## config.mk

```make
export PLATFORM = sky130hd
export DESIGN_NAME = normal_word_feeder
export DESIGN_NICKNAME = d
export VERILOG_FILES = /design/src/rtl/normal_word_feeder.sv
export SDC_FILE = /design/constraint.sdc
export NUM_CORES = 1
export LEC_CHECK = 0
export ABC_AREA = 1
export BUFFER_PORTS_ARGS = -buffer_cell sky130_fd_sc_hd__buf_2
export CORE_MARGIN = 5
export CORE_UTILIZATION = 55
export CTS_CLUSTER_DIAMETER = 40
export DETAILED_ROUTE_END_ITERATION = 8
export PLACE_DENSITY = 0.84
export SKIP_LAST_GASP = 1
export SLEW_MARGIN = 0
export SYNTH_ARGS = -nofsm -noshare
export SYNTH_HDL_FRONTEND = slang
export SYNTH_SLANG_ARGS = --single-unit
```

## constraint.sdc

```tcl
create_clock -name clk -period 4.4 [get_ports clk]
set_input_delay 0.44 -clock clk [delete_from_list [all_inputs] [get_ports clk]]
set_output_delay 0.44 -clock clk [all_outputs]
set_load 0.02 [all_outputs]
```

## src/rtl/normal_word_feeder.sv

```systemverilog
// ---------------------------------------------------------------------------
// normal_word_feeder
//
// Streams the dense ("normal") polynomial into the round datapath one word
// at a time. Each run sends NORMAL_WORD_COUNT words read from a synchronous
// word memory, then FLUSH_WORDS zero words. The first PRELOAD_WORDS words are
// flagged add-only. Completion is reported with a one-cycle run_done pulse.
//
// Per word the sequence is READ -> LOAD -> SEND -> WAIT for memory words and
// SEND -> WAIT for flush words. Every output is a register that follows the
// state register one cycle later. So start sampled at edge N gives mem_rd_en
// at N+1 and word_valid at N+3.
//
// Optional feature (compile-time macro NORMAL_WORD_FEEDER_TIMEOUT_EN):
//   A watchdog counts WAIT cycles. If TIMEOUT_CYCLES pass without
//   processing_done, it sets the sticky timeout_err flag and ends the run.
//   When the macro is undefined, WAIT waits indefinitely and timeout_err is
//   tied to 0.
//
// Ports:
//   clk             in   rising-edge clock
//   rst             in   asynchronous active-high reset
//   start           in   run request, sampled in IDLE only
//   base_addr       in   first memory address, captured with start
//   mem_rd_en       out  memory read strobe (one cycle per memory word)
//   mem_addr        out  read address, base + index modulo 2^ADDR_WIDTH
//   mem_rdata       in   read data, valid one cycle after mem_rd_en
//   normal_word_in  out  word offered to the datapath
//   word_valid      out  one-cycle offer pulse
//   only_add        out  current word only fills the queue
//   word_accepted   in   datapath captured the word
//   processing_done in   datapath finished with the word
//   busy            out  run in progress (through the run_done cycle)
//   run_done        out  one-cycle pulse after the last word completes
//   word_index      out  0-based index of the word in flight
//   timeout_err     out  sticky watchdog flag
// ---------------------------------------------------------------------------
module normal_word_feeder #(
  parameter int WORD_WIDTH        = 32,
  parameter int ADDR_WIDTH        = 10,
  parameter int NORMAL_WORD_COUNT = 553,
  parameter int PRELOAD_WORDS     = 1,
  parameter int FLUSH_WORDS       = 19,
  parameter int TIMEOUT_CYCLES    = 64
) (
  input  logic                  clk,
  input  logic                  rst,
  input  logic                  start,
  input  logic [ADDR_WIDTH-1:0] base_addr,
  output logic                  mem_rd_en,
  output logic [ADDR_WIDTH-1:0] mem_addr,
  input  logic [WORD_WIDTH-1:0] mem_rdata,
  output logic [WORD_WIDTH-1:0] normal_word_in,
  output logic                  word_valid,
  output logic                  only_add,
  input  logic                  word_accepted,
  input  logic                  processing_done,
  output logic                  busy,
  output logic                  run_done,
  output logic [9:0]            word_index,
  output logic                  timeout_err
);

  // Index thresholds expressed at the width of the word counter.
  localparam logic [9:0] MEM_WORDS_C   = 10'(NORMAL_WORD_COUNT);
  localparam logic [9:0] PRELOAD_C     = 10'(PRELOAD_WORDS);
  localparam logic [9:0] TOTAL_WORDS_C = 10'(NORMAL_WORD_COUNT + FLUSH_WORDS);

  typedef enum logic [2:0] {
    ST_IDLE = 3'd0,
    ST_READ = 3'd1,
    ST_LOAD = 3'd2,
    ST_SEND = 3'd3,
    ST_WAIT = 3'd4,
    ST_DONE = 3'd5
  } state_t;

  // Sequencer state
  state_t                  state_r;
  state_t                  state_s;
  logic [9:0]              idx_r;
  logic [9:0]              idx_s;
  logic [9:0]              idx_inc_s;
  logic [ADDR_WIDTH-1:0]   base_r;
  logic                    accepted_r;
  logic                    flush_s;
  logic                    wait_timeout_s;

  // Output registers
  logic                    mem_rd_en_r;
  logic [ADDR_WIDTH-1:0]   mem_addr_r;
  logic [WORD_WIDTH-1:0]   word_r;
  logic                    word_valid_r;
  logic                    only_add_r;
  logic                    busy_r;
  logic                    run_done_r;

  assign mem_rd_en      = mem_rd_en_r;
  assign mem_addr       = mem_addr_r;
  assign normal_word_in = word_r;
  assign word_valid     = word_valid_r;
  assign only_add       = only_add_r;
  assign busy           = busy_r;
  assign run_done       = run_done_r;
  assign word_index     = idx_r;

  // Words at or past the memory count are zero flush words and bypass memory.
  assign flush_s = (idx_r >= MEM_WORDS_C);

`ifdef NORMAL_WORD_FEEDER_TIMEOUT_EN
  // The counter must hold the value TIMEOUT_CYCLES-1.
  localparam int TMO_W = (TIMEOUT_CYCLES > 1) ? $clog2(TIMEOUT_CYCLES) : 1;
  localparam logic [TMO_W-1:0] TMO_LAST_C = TMO_W'(TIMEOUT_CYCLES - 1);
  localparam logic [TMO_W-1:0] TMO_ONE_C  = TMO_W'(1);

  logic [TMO_W-1:0] wait_cnt_r;
  logic             tmo_hit_r;
  logic             timeout_err_r;

  // The last allowed WAIT cycle passes with no processing_done.
  assign wait_timeout_s = (state_r == ST_WAIT) && !processing_done &&
                          (wait_cnt_r == TMO_LAST_C);
  assign timeout_err    = timeout_err_r;

  // Watchdog: count unanswered WAIT cycles and remember an expiry.
  // tmo_hit_r delays the visible flag by one cycle. This lines it up with
  // run_done, which also trails the DONE state by one cycle.
  always_ff @(posedge clk or posedge rst) begin
    if (rst) begin
      wait_cnt_r    <= '0;
      tmo_hit_r     <= 1'b0;
      timeout_err_r <= 1'b0;
    end else begin
      if ((state_r == ST_WAIT) && !processing_done && !wait_timeout_s) begin
        wait_cnt_r <= wait_cnt_r + TMO_ONE_C;
      end else begin
        wait_cnt_r <= '0;
      end
      if (wait_timeout_s) begin
        tmo_hit_r <= 1'b1;
      end else begin
        tmo_hit_r <= tmo_hit_r;
      end
      timeout_err_r <= timeout_err_r | tmo_hit_r;
    end
  end

  // Nothing downstream consumes the accept record; it is kept for debug.
  logic unused_s;
  assign unused_s = accepted_r;
`else
  assign wait_timeout_s = 1'b0;
  assign timeout_err    = 1'b0;

  // Without the watchdog the timeout parameter and the accept record have
  // no consumer.
  logic [32:0] unused_s;
  assign unused_s = {accepted_r, 32'(TIMEOUT_CYCLES)};
`endif

  // Next-state and next-index logic for the word sequencer.
  always_comb begin
    state_s   = state_r;
    idx_s     = idx_r;
    idx_inc_s = idx_r + 10'd1;
    case (state_r)
      ST_IDLE: begin
        if (start) begin
          state_s = ST_READ;
          idx_s   = 10'd0;
        end else begin
          state_s = ST_IDLE;
        end
      end
      ST_READ: state_s = ST_LOAD;
      ST_LOAD: state_s = ST_SEND;
      ST_SEND: state_s = ST_WAIT;
      ST_WAIT: begin
        // processing_done alone advances the word. A preceding
        // word_accepted is not required.
        if (processing_done) begin
          idx_s = idx_inc_s;
          if (idx_inc_s == TOTAL_WORDS_C) begin
            state_s = ST_DONE;
          end else if (idx_inc_s < MEM_WORDS_C) begin
            state_s = ST_READ;
          end else begin
            state_s = ST_SEND;
          end
        end else if (wait_timeout_s) begin
          state_s = ST_DONE;
        end else begin
          state_s = ST_WAIT;
        end
      end
      ST_DONE: state_s = ST_IDLE;
      default: state_s = ST_IDLE;
    endcase
  end

  // State, word index, captured base address and accept record.
  always_ff @(posedge clk or posedge rst) begin
    if (rst) begin
      state_r    <= ST_IDLE;
      idx_r      <= 10'd0;
      base_r     <= '0;
      accepted_r <= 1'b0;
    end else begin
      state_r <= state_s;
      idx_r   <= idx_s;
      if ((state_r == ST_IDLE) && start) begin
        base_r <= base_addr;
      end else begin
        base_r <= base_r;
      end
      // The accept record is cleared per word and set by any accept seen
      // while waiting.
      if (state_r == ST_SEND) begin
        accepted_r <= 1'b0;
      end else if ((state_r == ST_WAIT) && word_accepted) begin
        accepted_r <= 1'b1;
      end else begin
        accepted_r <= accepted_r;
      end
    end
  end

  // Output registers derived from the current state, one cycle behind it.
  // The read strobed in READ returns data while the state register holds
  // SEND. The word register therefore samples mem_rdata on the edge that
  // leaves SEND, the same edge that raises word_valid. word and only_add
  // then hold unchanged through WAIT.
  always_ff @(posedge clk or posedge rst) begin
    if (rst) begin
      mem_rd_en_r  <= 1'b0;
      mem_addr_r   <= '0;
      word_r       <= '0;
      word_valid_r <= 1'b0;
      only_add_r   <= 1'b0;
      busy_r       <= 1'b0;
      run_done_r   <= 1'b0;
    end else begin
      mem_rd_en_r  <= (state_r == ST_READ);
      word_valid_r <= (state_r == ST_SEND);
      busy_r       <= (state_r != ST_IDLE);
      run_done_r   <= (state_r == ST_DONE);
      if (state_r == ST_READ) begin
        // Address arithmetic wraps modulo 2^ADDR_WIDTH.
        mem_addr_r <= base_r + ADDR_WIDTH'(idx_r);
      end else begin
        mem_addr_r <= mem_addr_r;
      end
      if (state_r == ST_SEND) begin
        word_r     <= flush_s ? '0 : mem_rdata;
        only_add_r <= (idx_r < PRELOAD_C);
      end else begin
        word_r     <= word_r;
        only_add_r <= only_add_r;
      end
    end
  end

endmodule

```

==> Yosys cells after proc, flatten, opt, wreduce, memory -nomap -nowiden <==
Cells that the tools add are included.
W data, S select, Z words.
{ "op_classes": {"n_addsub": 2, "magnitude_cmp": 3, "n_eq_ne": 8, "n_mux": 9, "reduce_logical": 5} }
{ "op_table": {"columns": ["cell", "n"], "rows": [
  ["$mux W32", 1],
  ["$mux W10", 2],
  ["$pmux W10 S2", 1],
  ["$pmux W3 S5", 1],
  ["$add A10 B1 Y10 const B", 1],
  ["$add A10 B10 Y10", 1],
  ["$eq A10 B10 Y1 const B", 1],
  ["$ge A10 B10 Y1 const B", 1],
  ["$lt A10 B1 Y1 const B", 1],
  ["$lt A10 B10 Y1 const B", 1],
  ["$eq A3 B2 Y1 const B", 2],
  ["$eq A3 B3 Y1 const B", 2],
  ["$mux W3", 2],
  ["$ne A2 B2 Y1 const B", 2],
  ["$eq A3 B1 Y1 const B", 1],
  ["$logic_not A3 Y1", 1],
  ["$reduce_and A3 Y1", 1],
  ["$reduce_bool A3 Y1", 1],
  ["$mux W2", 1],
  ["$reduce_bool A2 Y1", 1],
  ["$logic_and A1 B1 Y1", 1],
  ["$mux W1", 1]
]} }
{ "word_totals": {"regBits": 70, "elab_cells": 37} }

==> Depth between registers and ports, before layout <==
{ "logic_depth": {"word_depth": 6, "ltp_mapped": 12, "mapped_depth_nobuf": 12} }

==> Worst setup path before layout <==
OpenSTA, ideal clock, no wires.
{ "synth_path": {"kind": "register -> register", "startpoint": "register idx_r[0] (netlist: word_index[0])", "endpoint": "register mem_addr_r[6] (netlist: mem_addr[6])", "setup_ps": 118, "arrival_ps": 1892, "required_ps": 4282, "setup_slack_ps": 2391, "path_stages_with_launch": 11, "path_buffers": 0, "synth_period_minus_slack_ps": 2009, "cell_sequence": "dfrtp_1 > ha_1 > inv_1 > fa_1 > nand3b_1 > nand2_1 > nand2_1 > a21oi_1 > o21ai_0 > nand3_1 > nand2_1"} }
{ "synth_between": {"elab_chain_cells": 1} }
{ "synth_rtl": {"columns": ["item", "line", "rtl"], "rows": [
  ["start: declaration", "81", "logic [9:0] idx_r;"],
  ["start signal: assignment", "210", "idx_r <= idx_s;"],
  ["$add A10 B10 Y10", "249", "mem_addr_r <= base_r + ADDR_WIDTH'(idx_r);"],
  ["end signal: assignment", "249", null],
  ["end signal: assignment", "251", "mem_addr_r <= mem_addr_r;"],
  ["end: declaration", "91", "logic [ADDR_WIDTH-1:0] mem_addr_r;"]
]} }
No other way between the ends.
A chain may end at the register's enable or synchronous reset.

==> Worst setup path in the final report <==
Same ends and word-level chain as after synthesis.

==> results by group <==
Run status
  – Result of the run: finished, final reports clean

Timing
  – Worst-case headroom to the max-slew limit: 51.55%
  – Accumulated negative setup slack: 0 ps
  – Clock skew: 11.60 ps
  – RSZ-0062 raised after global routing: false
  – Portion of the clock cycle consumed by the worst path in the final layout: 49.08%
  – Number of pins exceeding their max-slew limit in the final report: 0
  – Hold Vio Cnt, Final: 0
  – Actual transition at the worst max-transition pin: between 700 and 800 ps
  – Highest achievable clock rate: 0.4631 GHz
  – Count of endpoints failing setup in the final report: 0
  – Smallest hold slack: 213.1 ps
  – Min cycle time layout: 2159 ps

Layout
  – P&R area growth vs syn: 20.50%
  – Register area: 1752 um^2
  – Filler cells: 525
  – Diodes inserted: 0
  – Area of combinational cells with multiple inputs: roughly 1500 um^2
  – Final layout net count: 587
  – Ratio of cells with drive above 1 in the final layout: between 20 and 30%

Synthesis
  – Number of different library cells in the post-synthesis netlist: 34
  – Area share of the largest cell type after synthesis: 49.82%
  – Number of flops mapped to enable cells by yosys: 0
  – Async set-or-reset flop fraction in the synthesized netlist: 100.0%
  – Area leader, netlist: sky130_fd_sc_hd__dfrtp_1
  – Average instance area after synthesis: 8.312 um^2
  – Count of mapped cells out of synthesis: 423
  – Synthesis warning total: 0
  – Fraction of the yosys area taken by sequential cells: 49.82%
  – Post-Syn Nets: 484
  – Most used flip-flop cell after synthesis: sky130_fd_sc_hd__dfrtp_1
  – Cell Area, Synth: 3516 um^2
  – FF+latch count, synth: 70
  – Top cells by area, synth: sky130_fd_sc_hd__dfrtp_1 50%, sky130_fd_sc_hd__nand2_1 17%, sky130_fd_sc_hd__nand3_1 6.8%

Clock tree
  – Clock latency reported for the late side of the worst-skew pair: approximately 350 ps
  – TritonCTS buffer count: 9
  – TritonCTS clock tree: built
  – TritonCTS sink count: 70
  – Register clock-pin slew on the reported worst setup and hold paths: 80 ps
  – Setup bufs post-CTS: 0
  – Clock tree root driver cell: sky130_fd_sc_hd__clkbuf_8
  – Number of hold buffers added after CTS: 0
  – Clock buffer depth: 2
  – Number of gates resized after CTS: 0
  – Level count of the clock H-tree: 3

Worst setup path
  – Largest fanout on the critical path: 11
  – Cell occurring most often along the worst timing path: sky130_fd_sc_hd__nand2_1
  – Ordered list of cells on the worst path: ha_1 > inv_1 > fa_1 > nand3b_1 > nand2_1 > nand2_1 > a21oi_1 > o21ai_0 > nand3_1 > nand2_1
  – Critical Path Start Type: flip-flop
  – Worst r2r src: word_index[0]$_DFFE_PP0P_
  – Timing startpoint of the critical path: word_index[0]$_DFFE_PP0P_
  – Critical Setup Path Class: reg -> reg
  – Worst path slowest cell: sky130_fd_sc_hd__dfrtp_1
  – Buf/Inv on CP: 1
  – Critical path's top delay family: adder cells
  – WP data required: 4640 ps
  – Critical path capture point type: flip-flop
  – Worst path max stage delay: 560 ps
  – CP arrival: 2400 ps

Detailed routing
  – Drc violations: 0
  – Detailed-route wire length per cell: 14.22 um
  – Drt pass-1 iters: 4
  – Total number of vias: around 3200
  – Antenna Violating Nets Remaining: 0
  – Drt via density: between 5 and 6
  – Detailed-route wire length: 8648 um
  – Iteration-0 DRC count of the detailed router: between 150 and 200

Flow run
  – Maxcap violations: 0

Die
  – Die ar.: between 8000 and 9000 um^2
  – Effective utilization at floorplan: 56.01%
  – Placement Rows: 29
  – Area inside the core boundary: 6277 um^2
  – Count of boundary I/O pins: 105
  – Overall die height: 89.96 um
  – Die outline width: approximately 90 um

Power and ir drop
  – Leakage power: 2.396 nW
  – Total power density per cell area: between 600 and 700 nW/um^2
  – Worst-case vdd ir drop: 0.3989 mV

Min path
  – Type of the tightest min-delay check: in -> async

Placed design
  – Global placer's final weighted congestion: 0.9096
  – I/O Buffers: 102
  – Final HPWL DP: ~6300 um

GRT
  – Maximum number of pins on one net before global-route repair: 37
  – GRT Overall Usage: 21.45%
  – First-pass GRT wire length: 14460 um
  – Antenna violations before repair: 0
  – Vias in the first global route: ~3100
  – Remaining global-route overflow: 0
## per-stage QoR
stage | area [um^2] | instances | power, mW | util (%) | setup WS (ps)
detailed placement | 4038 | 592 | 2.283 | 64.32 | 2254
global route | 4237 | 608 | 2.992 | 67.49 | 2034
global placement | 4038 | 592 | 2.232 | 64.32 | 2339
CTS | 4237 | 608 | 2.807 | 67.49 | 2252
finish | 4237 | 608 | 2.785 | 67.49 | 2241
floorplan | 3516 | 423 | 1.925 | - | 2192
## cells in the final DEF (no fill, tap or decap), drive strengths merged
cell type | synthesis | final
a21oi | 8 | 8
a31oi | 1 | 1
buf | 12 | 104
bufinv | 0 | 1
clkbuf | 0 | 10
clkinv | 0 | 2
clkinvlp | 0 | 2
conb | 1 | 1
dfrtp | 70 | 70
fa | 1 | 1
ha | 13 | 13
inv | 39 | 40
nand2 | 166 | 166
nand3 | 50 | 50
nand3b | 1 | 1
nand4 | 3 | 3
nor2 | 17 | 17
nor3 | 5 | 5
nor4 | 1 | 1
o2111ai | 1 | 1
o21ai | 19 | 19
o21bai | 2 | 2
o22ai | 7 | 7
or2 | 1 | 1
xnor2 | 1 | 1
xor2 | 4 | 4
## per-layer routing
layer / global-route usage [%] / part of all wire [%]
met2: 36.04 / 50
met1: 27.10 / 42
met4: 9.057 / 2.5
met3: 4.007 / 5.8
met5: 0 / 0
## power breakdown
part           internal, mW  switching (mW)
Combinational         0.394           0.809
Sequential            0.911           0.156
Clock                 0.266           0.250
Total                  1.57            1.21
## registers in the layout, summed over array words and instances, names as in the netlist
signal and flops:
run_done 1, normal_word_in 32, mem_rd_en 1, word_index 10, base_r 10, mem_addr 10
word_valid 1, only_add 1, busy 1, state_r 3
## synth_stat cells (2+ instances only)
cell and number:
sky130_fd_sc_hd__nand2_2 3, sky130_fd_sc_hd__nand3_2 2, sky130_fd_sc_hd__nand3_1 48, sky130_fd_sc_hd__nor3_1 3, sky130_fd_sc_hd__nor2_1 11, sky130_fd_sc_hd__xor2_1 4
sky130_fd_sc_hd__buf_2 5, sky130_fd_sc_hd__o21ai_0 11, sky130_fd_sc_hd__o21ai_2 2, sky130_fd_sc_hd__a21oi_1 8, sky130_fd_sc_hd__nor2_2 5, sky130_fd_sc_hd__nand2_1 162
sky130_fd_sc_hd__ha_1 13, sky130_fd_sc_hd__o21ai_1 6, sky130_fd_sc_hd__dfrtp_1 70, sky130_fd_sc_hd__o22ai_1 7, sky130_fd_sc_hd__nor3_4 2, sky130_fd_sc_hd__inv_2 8
sky130_fd_sc_hd__nand4_1 3, sky130_fd_sc_hd__o21bai_1 2, sky130_fd_sc_hd__buf_6 6, sky130_fd_sc_hd__inv_1 30
## worst paths after layout
path | endpoint | slack, ps | cells after the start
worst max-delay path | mem_addr[6]$_DFFE_PP0P_ | 2240 | 10
worst min-delay path | mem_addr[6]$_DFFE_PP0P_ | 210 | 2
worst max register to register | mem_addr[6]$_DFFE_PP0P_ | 2240 | 10
worst min register to register | mem_addr[7]$_DFFE_PP0P_ | 480 | 2
max in group asynchronous | normal_word_in[12]$_DFFE_PP0P_ | 3270 | 3
min in group clk | base_r[4]$_DFFE_PP0P_ | 290 | 3
## cell type report
| type | count | share of cell area, % |
|---|---|---|
| clock buffer | 10 | 3.012 |
| tap | 77 | 2.274 |
| inverter | 39 | 3.514 |
| multi-input combinational | 302 | 35.76 |
| clock inverter | 6 | 1.683 |
| sequential | 70 | 41.35 |
| timing repair buffer | 104 | 12.40 |
## worst reg2reg max path, delay by kind of cell, from the launching register on
| kind | cells | cell delay (ps) |
|---|---|---|
| DFF | 1 | 560 |
| AOI/OAI and AO/OA | 2 | 280 |
| and+or+nand+nor | 5 | 500 |
| adders and majority gates | 2 | 630 |
| buffers and inverters | 1 | 80 |
## logic make-up after synthesis
group / count (synthesis) / share of synthesized area [%]
flops: 70 / 49.82
fa+ha+maj: 14 / 5.196
compound gates: 38 / 6.157
xor+xnor: 5 / 1.245
simple gates: 244 / 30.39
other cells: 1 / 0.1067
buf+inv: 51 / 7.082
No activity file was read; power rests on OpenSTA's default activity.
